<file path="config.mk">
export PLATFORM = sky130hd
export DESIGN_NAME = nn_frame_sequencer
export DESIGN_NICKNAME = d
export VERILOG_FILES = /design/src/rtl/nn_seq_pkg.sv /design/src/rtl/nn_seq_byte_ser.sv /design/src/rtl/nn_frame_sequencer.sv
export SDC_FILE = /design/constraint.sdc
export NUM_CORES = 1
export LEC_CHECK = 0
export CAP_MARGIN = 15
export CORE_UTILIZATION = 44
export CTS_CLUSTER_SIZE = 20
export DETAILED_ROUTE_END_ITERATION = 10
export PLACE_DENSITY = 0.87
export RECOVER_POWER = 50
export SYNTH_ARGS = -nofsm -noshare
export SYNTH_HDL_FRONTEND = slang
export SYNTH_SLANG_ARGS = --single-unit
</file>
<file path="constraint.sdc">
create_clock -name clk -period 2 [get_ports clk]
set_input_delay 0.3 -clock clk [delete_from_list [all_inputs] [get_ports clk]]
set_output_delay 0.3 -clock clk [all_outputs]
set_load 0.005 [all_outputs]
</file>
<file path="src/rtl/nn_seq_pkg.sv">
// rtl/nn_seq_pkg.sv - shared types and helpers for the frame sequencer
// Contents: state_e (sequencer states), ceil_bytes (bits -> whole bytes),
//           cnt_w (counter width for n values, never below 1 bit).
package nn_seq_pkg;

    typedef enum logic [2:0] {
        S_RECV  = 3'd0,
        S_CHK   = 3'd1,
        S_START = 3'd2,
        S_WAIT  = 3'd3,
        S_SEND  = 3'd4
    } state_e;

    function automatic int ceil_bytes(input int bits);
        return (bits + 7) / 8;
    endfunction

    function automatic int cnt_w(input int n);
        return (n > 1) ? $clog2(n) : 1;
    endfunction

endpackage

</file>
<file path="src/rtl/nn_seq_byte_ser.sv">
// rtl/nn_seq_byte_ser.sv - result byte serialiser with valid/ready transmit handshake
// Ports: clk, rst (sync, active-high); load/result capture a new result and start sending;
//        tx_valid/tx_data/tx_ready transmit handshake; done pulses (comb) on the last accept.
// Optional: NN_SEQ_CHECKSUM_EN appends the XOR of the result bytes as a trailing byte.
module nn_seq_byte_ser
    import nn_seq_pkg::*;
#(
    parameter int RES_W = 8
) (
    input  logic             clk,
    input  logic             rst,
    input  logic             load,
    input  logic [RES_W-1:0] result,
    input  logic             tx_ready,
    output logic             tx_valid,
    output logic [7:0]       tx_data,
    output logic             done
);

    localparam int RBY = ceil_bytes(RES_W);
`ifdef NN_SEQ_CHECKSUM_EN
    localparam int NB  = RBY + 1;
`else
    localparam int NB  = RBY;
`endif
    localparam int IW  = cnt_w(NB);

    logic [NB*8-1:0]  sh_q, sh_d;
    logic [IW-1:0]    idx_q, idx_d;
    logic             valid_q, valid_d;
    logic [RBY*8-1:0] padded;
    logic [NB*8-1:0]  load_word;
    logic             accept;
    logic             last;

    always_comb begin
        padded = '0;
        padded[RES_W-1:0] = result;
    end

`ifdef NN_SEQ_CHECKSUM_EN
    logic [7:0] csum;

    always_comb begin
        csum = '0;
        for (int i = 0; i < RBY; i++) begin
            csum = csum ^ padded[i*8 +: 8];
        end
        load_word = {csum, padded};
    end
`else
    always_comb begin
        load_word = padded;
    end
`endif

    assign accept = valid_q && tx_ready;
    assign last   = (idx_q == IW'(NB - 1));

    // The byte on tx_data is always sh_q[7:0]; after each accept the register
    // shifts so the next byte is presented on the following cycle.
    always_comb begin
        sh_d    = sh_q;
        idx_d   = idx_q;
        valid_d = valid_q;
        if (load) begin
            sh_d    = load_word;
            idx_d   = '0;
            valid_d = 1'b1;
        end else if (accept) begin
            if (last) begin
                valid_d = 1'b0;
            end else begin
                sh_d  = sh_q >> 8;
                idx_d = idx_q + 1'b1;
            end
        end
    end

    always_ff @(posedge clk) begin
        if (rst) begin
            sh_q    <= '0;
            idx_q   <= '0;
            valid_q <= 1'b0;
        end else begin
            sh_q    <= sh_d;
            idx_q   <= idx_d;
            valid_q <= valid_d;
        end
    end

    assign tx_valid = valid_q;
    assign tx_data  = sh_q[7:0];
    assign done     = accept && last;

endmodule

</file>
<file path="src/rtl/nn_frame_sequencer.sv">
// rtl/nn_frame_sequencer.sv - UART-side frame assembler and result sender for the network core
// Ports: clk, rst (sync, active-high); rx_valid/rx_data received bytes; frame_data assembled
//        words (word k at [k*WORD_W +: WORD_W]); net_start/net_done/net_result network handshake;
//        tx_valid/tx_data/tx_ready result bytes out; busy (not in RECV); rx_drop, frame_err pulses.
// Optional: NN_SEQ_CHECKSUM_EN adds an XOR trailer byte on receive (checked in S_CHK) and on send.
module nn_frame_sequencer
    import nn_seq_pkg::*;
#(
    parameter int NUM_WORDS    = 9,
    parameter int WORD_W       = 32,
    parameter int RES_W        = 8,
    parameter int IDLE_TIMEOUT = 100000
) (
    input  logic                        clk,
    input  logic                        rst,
    input  logic                        rx_valid,
    input  logic [7:0]                  rx_data,
    output logic [NUM_WORDS*WORD_W-1:0] frame_data,
    output logic                        net_start,
    input  logic                        net_done,
    input  logic [RES_W-1:0]            net_result,
    output logic                        tx_valid,
    output logic [7:0]                  tx_data,
    input  logic                        tx_ready,
    output logic                        busy,
    output logic                        rx_drop,
    output logic                        frame_err
);

    localparam int BPW        = ceil_bytes(WORD_W);
    localparam int WCW        = cnt_w(NUM_WORDS);
    localparam int BCW        = cnt_w(BPW);
    localparam int TCW        = cnt_w(IDLE_TIMEOUT + 1);
    localparam bit TIMEOUT_ON = (IDLE_TIMEOUT != 0);
    localparam int TO_LAST    = TIMEOUT_ON ? IDLE_TIMEOUT - 1 : 0;

    state_e                      state_q, state_d;
    logic [WCW-1:0]              w_q, w_d;
    logic [BCW-1:0]              b_q, b_d;
    logic [TCW-1:0]              to_q, to_d;
    logic [NUM_WORDS*WORD_W-1:0] frame_q, frame_d;
    logic                        net_start_q, net_start_d;
    logic                        rx_drop_q, rx_drop_d;
    logic                        frame_err_q, frame_err_d;
    logic [BPW*8-1:0]            wtmp;

    logic rx_take;
    logic trl_pend;
    logic store_byte;
    logic last_byte;
    logic partial;
    logic timeout_hit;
    logic ser_load;
    logic ser_done;

    assign rx_take     = rx_valid && (state_q == S_RECV);
    assign store_byte  = rx_take && !trl_pend;
    assign last_byte   = store_byte && (w_q == WCW'(NUM_WORDS - 1)) && (b_q == BCW'(BPW - 1));
    assign partial     = (w_q != '0) || (b_q != '0) || trl_pend;
    // A byte arriving on the expiry cycle takes precedence, hence !rx_valid.
    assign timeout_hit = TIMEOUT_ON && (state_q == S_RECV) && !rx_valid && partial &&
                         (to_q == TCW'(TO_LAST));

`ifdef NN_SEQ_CHECKSUM_EN
    logic       trl_q, trl_d;
    logic [7:0] xor_q, xor_d;
    logic [7:0] chk_q, chk_d;
    logic       chk_ok;

    assign trl_pend = trl_q;
    assign chk_ok   = (chk_q == xor_q);

    // trl_q marks "payload complete, trailer byte still to come".
    always_comb begin
        trl_d = trl_q;
        xor_d = xor_q;
        chk_d = chk_q;
        if (rx_take && trl_q) begin
            chk_d = rx_data;
            trl_d = 1'b0;
        end else if (store_byte) begin
            xor_d = xor_q ^ rx_data;
            if (last_byte) begin
                trl_d = 1'b1;
            end
        end else if (timeout_hit) begin
            trl_d = 1'b0;
            xor_d = '0;
        end
        if (state_q == S_CHK) begin
            xor_d = '0;
        end
    end

    always_ff @(posedge clk) begin
        if (rst) begin
            trl_q <= 1'b0;
            xor_q <= '0;
            chk_q <= '0;
        end else begin
            trl_q <= trl_d;
            xor_q <= xor_d;
            chk_q <= chk_d;
        end
    end
`else
    assign trl_pend = 1'b0;
`endif

    // Frame assembly: little-endian bytes into word w_q, bits above WORD_W dropped.
    always_comb begin
        frame_d = frame_q;
        w_d     = w_q;
        b_d     = b_q;
        to_d    = to_q;
        wtmp    = '0;
        if (state_q == S_RECV) begin
            if (rx_valid) begin
                to_d = '0;
                if (store_byte) begin
                    for (int k = 0; k < NUM_WORDS; k++) begin
                        if (w_q == WCW'(k)) begin
                            wtmp = '0;
                            wtmp[WORD_W-1:0] = frame_q[k*WORD_W +: WORD_W];
                            wtmp[{b_q, 3'b000} +: 8] = rx_data;
                            frame_d[k*WORD_W +: WORD_W] = wtmp[WORD_W-1:0];
                        end
                    end
                    if (b_q == BCW'(BPW - 1)) begin
                        b_d = '0;
                        if (w_q == WCW'(NUM_WORDS - 1)) begin
                            w_d = '0;
                        end else begin
                            w_d = w_q + 1'b1;
                        end
                    end else begin
                        b_d = b_q + 1'b1;
                    end
                end
            end else if (timeout_hit) begin
                w_d  = '0;
                b_d  = '0;
                to_d = '0;
            end else if (TIMEOUT_ON && partial) begin
                to_d = to_q + 1'b1;
            end
        end
    end

    // FSM next state
    always_comb begin
        state_d = state_q;
        case (state_q)
            S_RECV: begin
`ifdef NN_SEQ_CHECKSUM_EN
                if (rx_take && trl_q) begin
                    state_d = S_CHK;
                end
`else
                if (last_byte) begin
                    state_d = S_START;
                end
`endif
            end
`ifdef NN_SEQ_CHECKSUM_EN
            S_CHK:   state_d = chk_ok ? S_START : S_RECV;
`endif
            S_START: state_d = S_WAIT;
            S_WAIT:  state_d = net_done ? S_SEND : S_WAIT;
            S_SEND:  state_d = ser_done ? S_RECV : S_SEND;
            default: state_d = S_RECV;
        endcase
    end

    // FSM outputs; the pulse outputs are registered one cycle later.
    always_comb begin
        busy        = (state_q != S_RECV);
        net_start_d = (state_q == S_START);
        rx_drop_d   = rx_valid && (state_q != S_RECV);
        ser_load    = (state_q == S_WAIT) && net_done;
`ifdef NN_SEQ_CHECKSUM_EN
        frame_err_d = timeout_hit || ((state_q == S_CHK) && !chk_ok);
`else
        frame_err_d = timeout_hit;
`endif
    end

    always_ff @(posedge clk) begin
        if (rst) begin
            state_q     <= S_RECV;
            w_q         <= '0;
            b_q         <= '0;
            to_q        <= '0;
            frame_q     <= '0;
            net_start_q <= 1'b0;
            rx_drop_q   <= 1'b0;
            frame_err_q <= 1'b0;
        end else begin
            state_q     <= state_d;
            w_q         <= w_d;
            b_q         <= b_d;
            to_q        <= to_d;
            frame_q     <= frame_d;
            net_start_q <= net_start_d;
            rx_drop_q   <= rx_drop_d;
            frame_err_q <= frame_err_d;
        end
    end

    nn_seq_byte_ser #(
        .RES_W (RES_W)
    ) u_ser (
        .clk      (clk),
        .rst      (rst),
        .load     (ser_load),
        .result   (net_result),
        .tx_ready (tx_ready),
        .tx_valid (tx_valid),
        .tx_data  (tx_data),
        .done     (ser_done)
    );

    assign frame_data = frame_q;
    assign net_start  = net_start_q;
    assign rx_drop    = rx_drop_q;
    assign frame_err  = frame_err_q;

endmodule

</file>
After elaboration in Yosys (flattened, before gate mapping):

Cells that the tools add are included.

* register bits after elaboration: 327
* logic and storage cells: 112

* $add $sub $neg: 5
* equal/unequal tests: 17
* shift-type cells: 2
* muxes and demuxes: 32
* bitwise logic cells: 1
* reduce and logical (&&, ||, !) cells: 36

Operators by type and width (count)
* bitwise mux 32 bit: 9
* 2-to-1 mux 17 bit: 3
* AND reduction 4 bit: 10
* variable shift 8 x 7 -> 32 bit, first input constant: 1
* indexed part select 8 x 7 -> 32 bit: 1
* 2-to-1 mux 8 bit: 3
* 2-to-1 mux 4 bit: 5
* adder 17 x 1 -> 17 bit, second input constant: 1
* == test 17 bit, second input constant: 1
* == test 4 x 3 -> 1 bit, second input constant: 4
* case mux 3 bit (4 select lines): 1
* logical AND 1 bit: 10
* 2-to-1 mux 3 bit: 3
* == test 4 x 2 -> 1 bit, second input constant: 2
* 2-to-1 mux 2 bit: 4
* nonzero test 2 bit: 4
* negator 5 -> 7 bit: 1
* == test 3 x 2 -> 1 bit, second input constant: 2
* AND reduction 2 bit: 3
* nonzero test 3 bit: 2
* adder 4 x 1 -> 4 bit, second input constant: 1
* == test 4 x 1 -> 1 bit, second input constant: 1
* == test 4 bit, second input constant: 1
* logical NOT 4 bit: 1
* 14 further kinds: 19

Depth between registers and ports, before layout:

* depth in word-level cells: 6
* gate-level depth with buffers: 9
* depth with buffers taken out: 7

Hierarchy:

A second synthesis with hierarchy kept.

* cells, all modules: 1270
* area total of the unflattened synthesis: 11777.5 sq um

By module, submodules not included
* nn_frame_sequencer: times used 1, cells an instance 1239, area each 11449.7 sq um, seq. area each 6346.1 sq um
* nn_seq_byte_ser: times used 1, cells an instance 31, area each 327.8 sq um, seq. area each 180.2 sq um

Least setup slack after synthesis:

OpenSTA, ideal clock, no wires.

* kind: reg2reg
* start point: register state_q[2]
* end point: register frame_q[10] (netlist: frame_data[10])
* setup time: 0.128 ns
* arrival: 2.022 ns
* required time: 1.872 ns
* slack: -0.150 ns
* cell stages (with the launch flop): 8
* cell sequence: dfxtp_1 > buf_2 > or4b_1 > buf_2 > nor3_1 > nand3_2 > mux2i_1 > nor2_1

* word-level cells in the longest chain between the ends: 3

RTL lines
* start, declared: RTL line nn_frame_sequencer.sv:37 `state_e state_q, state_d;`
* start signal, assigned: RTL line nn_frame_sequencer.sv:199 `state_q <= state_d;`
* logical NOT 3 bit (*): RTL line nn_frame_sequencer.sv:56, nn_frame_sequencer.sv:117
* logical AND 1 bit: RTL line nn_frame_sequencer.sv:56 `assign rx_take = rx_valid && (state_q == S_RECV);`
* AND reduction 4 bit (no line) (*)
* end signal, assigned: RTL line nn_frame_sequencer.sv:203 `frame_q <= frame_d;`
* end, declared: RTL line nn_frame_sequencer.sv:41 `logic [NUM_WORDS*WORD_W-1:0] frame_q, frame_d;`

Mark *: on every way between the ends. The rest lies on a longest branch, timed or not.
A chain may end at the register's enable or synchronous reset.

Final worst setup path:

* start point: register state_q[0]
* end point: register frame_q[98] (netlist: frame_data[98])

The elaborated chain is that of the path after synthesis.

==> impl_metrics.json <==
{
  "status": "finished with violations",
  "violations": "negative setup slack",
  "drc": 0,
  "cts_buffer_depth": 3,
  "place_area_um2": 17100,
  "p_clk_frac": 0.464,
  "grt_start_max_net_pins": 94,
  "clock_latency_ns": 0.51,
  "dp_hpwl_um": 29600,
  "r2r_setup_slack_ns": -0.11,
  "slew_headroom": 0.608,
  "cts_sinks": 326,
  "crit_fanout": 8,
  "p_switching_mw": 3.16,
  "critPathLaunchType": "register",
  "fin_crit_sh": 1.05,
  "drv_cap": 0,
  "io_buffers": 321,
  "initial_utilization": 0.447,
  "dr.pass1.iters": 6,
  "avgSynthCellArea_um2": 8.48,
  "wl_per_cell_um": 19.6,
  "synth_warnings": 0,
  "p_sw_frac": 0.228,
  "fmax_ghz": 0.475,
  "syn_area_um2": 12400,
  "worst_ep_arrival_time_ns": 2.47,
  "dp_cells": 2191,
  "synth_area_leaders": "dfxtp_1, a21oi_1, nand3_1",
  "worst_slack_ns": -0.105,
  "die_height_um": 170,
  "power_frac_comb": 0.066,
  "synth_top_area_share": 0.525,
  "reg2reg_to": "frame_data[98]$_SDFFE_PP0P_",
  "setup_viol": 99,
  "num_rows": 61,
  "vias": 12602,
  "cts_buffers": 34,
  "cts-htree-levels": 2,
  "min_path_type": "in -> reg",
  "grt_util_all_layers": 0.287,
  "grt_pass1_vias": 12118,
  "drt_wl_total_um": 44400,
  "gp_congestion": 0.842,
  "grt_pass1_wl_um": 65400,
  "p_int_mw": 10.7,
  "coreArea_um2": 27800,
  "ant_nets": 0,
  "synth-edff-count": 0,
  "finalHoldViolCount": 0,
  "io_pins": 322,
  "avgViaCountPerCell": 5.58,
  "drive_gt1_frac": 0.207,
  "area_delta_synth_final_pct": 54.8,
  "synth_cell_type_count": 44,
  "root_buffer": "clkbuf_16",
  "final.min_clock_period_ns": 2.11,
  "pwr_density_cell_nw_per_um2": 721,
  "die_w_um": 170,
  "final_nets": 1887,
  "peakVddDrop_mv": 0.615,
  "p_seq_frac": 0.470,
  "ys_ff_latch": 326,
  "drtIter0Drc": 1206,
  "dieArea_um2": 28900,
  "hold_slack_ns": 0.245,
  "reg2regPathDepth": 7,
  "fill_cells": 1991,
  "hp-start": "rst",
  "holdPathStages": 2,
  "async_reset_ff_frac": 0,
  "yosysTopAreaCell": "dfxtp_1",
  "cp-end-kind": "register",
  "p_leak_nw": 6.91,
  "synth_most_common_cell": "dfxtp_1",
  "synth_cells": 1465,
  "cts_tree": "built",
  "worst_slew_pin_slew_ns": 0.588,
  "crit_type": "reg -> reg",
  "cp-startpoint": "state_q[0]$_SDFFE_PP0P_",
  "multiInputGateArea_um2": 6230,
  "antenna_found_initial": 1,
  "seq_area_um2": 6540,
  "min_to": "frame_data[186]$_SDFFE_PP0P_",
  "synth_fp_nets": 1495,
  "drv_slew": 0,
  "yosysSeqAreaShare": 0.525,
  "gr-total-overflow": 0,
  "skew_ns": 0.0238,
  "clk_pin_slew_ns": 0.07,
  "rsz0062_at_grt": "yes",
  "rr_startpoint": "state_q[0]$_SDFFE_PP0P_",
  "synth-main-ff-cell": "dfxtp_1",
  "fin_cells": 2260,
  "finalInstanceArea_um2": 19200,
  "critPathRequiredTime_ns": 2.36,
  "ys_top_cells_by_count": "dfxtp_1, nand2_1, a21oi_1"
}
[state kept, by name, summed over array words and instances, names as in the netlist]
| register | count |
|---|---|
| frame_data | 288 |
| b_q | 2 |
| u_ser.tx_data | 8 |
| u_ser.tx_valid | 1 |
| w_q | 4 |
| frame_err | 1 |
| rx_drop | 1 |
| net_start | 1 |
| to_q | 17 |
| state_q | 3 |
[through the flow]
step	TNS [ns]	power, mW	utilization	setup WS, ns
final	-3.93	13.9	0.692	-0.105
after detailed placement	-121.04	7.47	0.614	-0.652
after floorplan	-2.67	7.05	-	-0.0479
after CTS	-2.24	13.8	0.663	-0.0943
after global placement	-104.58	7.46	0.614	-0.563
after global routing	-12.61	14.2	0.692	-0.171
[power groups by stage]
stage                     Combinational, mW  Clock (mW)  Sequential (mW)
final                                 0.916        6.44             6.52
after global routing                  0.959        6.75             6.52
after CTS                             0.828        6.49             6.52
after global placement                0.797           0             6.66
after floorplan                       0.382           0             6.67
after detailed placement              0.803           0             6.66
[timing repair]
action                     4_1_cts  5_1_grt
hold endpoints to repair         0        0
resized for setup               43      172
buffers inserted                 5        2
hold buffers                     0        0
gates cloned                     0        1
pin swaps                        6       54
setup endpoints to repair      120      219
[worst max-delay path: stages (launching register included)]
cell and delay [ns]:
dfxtp_2 0.32, or4b_4 0.54, buf_12 0.17, nor4b_4 0.35, buf_6 0.22, nand2_8 0.09
a22oi_2 0.19, nor2_1 0.06
[worst max-delay path by stage]
stage | slack [ns] | to | cells after the start
2_1_floorplan | -0.05 | frame_data[96]$_SDFFE_PP0P_ | 7
3_3_place_gp | -0.56 | frame_data[122]$_SDFFE_PP0P_ | 8
3_5_place_dp | -0.65 | frame_data[122]$_SDFFE_PP0P_ | 8
4_1_cts | -0.09 | frame_data[185]$_SDFFE_PP0P_ | 8
5_1_grt | -0.17 | frame_data[104]$_SDFFE_PP0P_ | 7
6_report | -0.11 | frame_data[98]$_SDFFE_PP0P_ | 7
[cells in the final DEF, fill, tap and decap left out, types with 8 or more instances in the layout]
cell type,count
nand2_4,10
buf_12,23
and2_1,34
nand2_2,19
buf_6,15
inv_1,8
buf_4,120
clkdlybuf4s50_1,319
a22oi_2,24
nor2_1,120
a22oi_1,31
nand3_4,17
nor3_1,9
nand3_2,29
mux2i_1,53
clkbuf_16,36
nand2_1,209
dfxtp_1,319
a21oi_2,38
nand3_1,154
a21oi_1,166
[logic make-up after synthesis]
kind of cell	share of synthesized area
AND/OR/NAND/NOR	0.247
flip-flops	0.525
AO/OA/AOI/OAI	0.131
buffers and inverters	0.0426
multiplexers	0.0451
adder cells (fa/ha/maj)	0.00906
[final cells by class]
cell class | count | area share
well taps | 378 | 0.0246
repair buffers | 484 | 0.251
clock inverters | 11 | 0.00722
flip-flops and latches | 326 | 0.340
inverters | 8 | 0.00156
clock buffers | 49 | 0.0519
multi-input cells | 1003 | 0.324
diodes | 1 | 0.000130
[routing by layer]
metal | global-route usage | part of all wire
met1 | 0.336 | 0.38
met2 | 0.497 | 0.50
met3 | 0.0653 | 0.087
met4 | 0.136 | 0.041
met5 | 0 | 0
(Power assumes the default switching activity.)
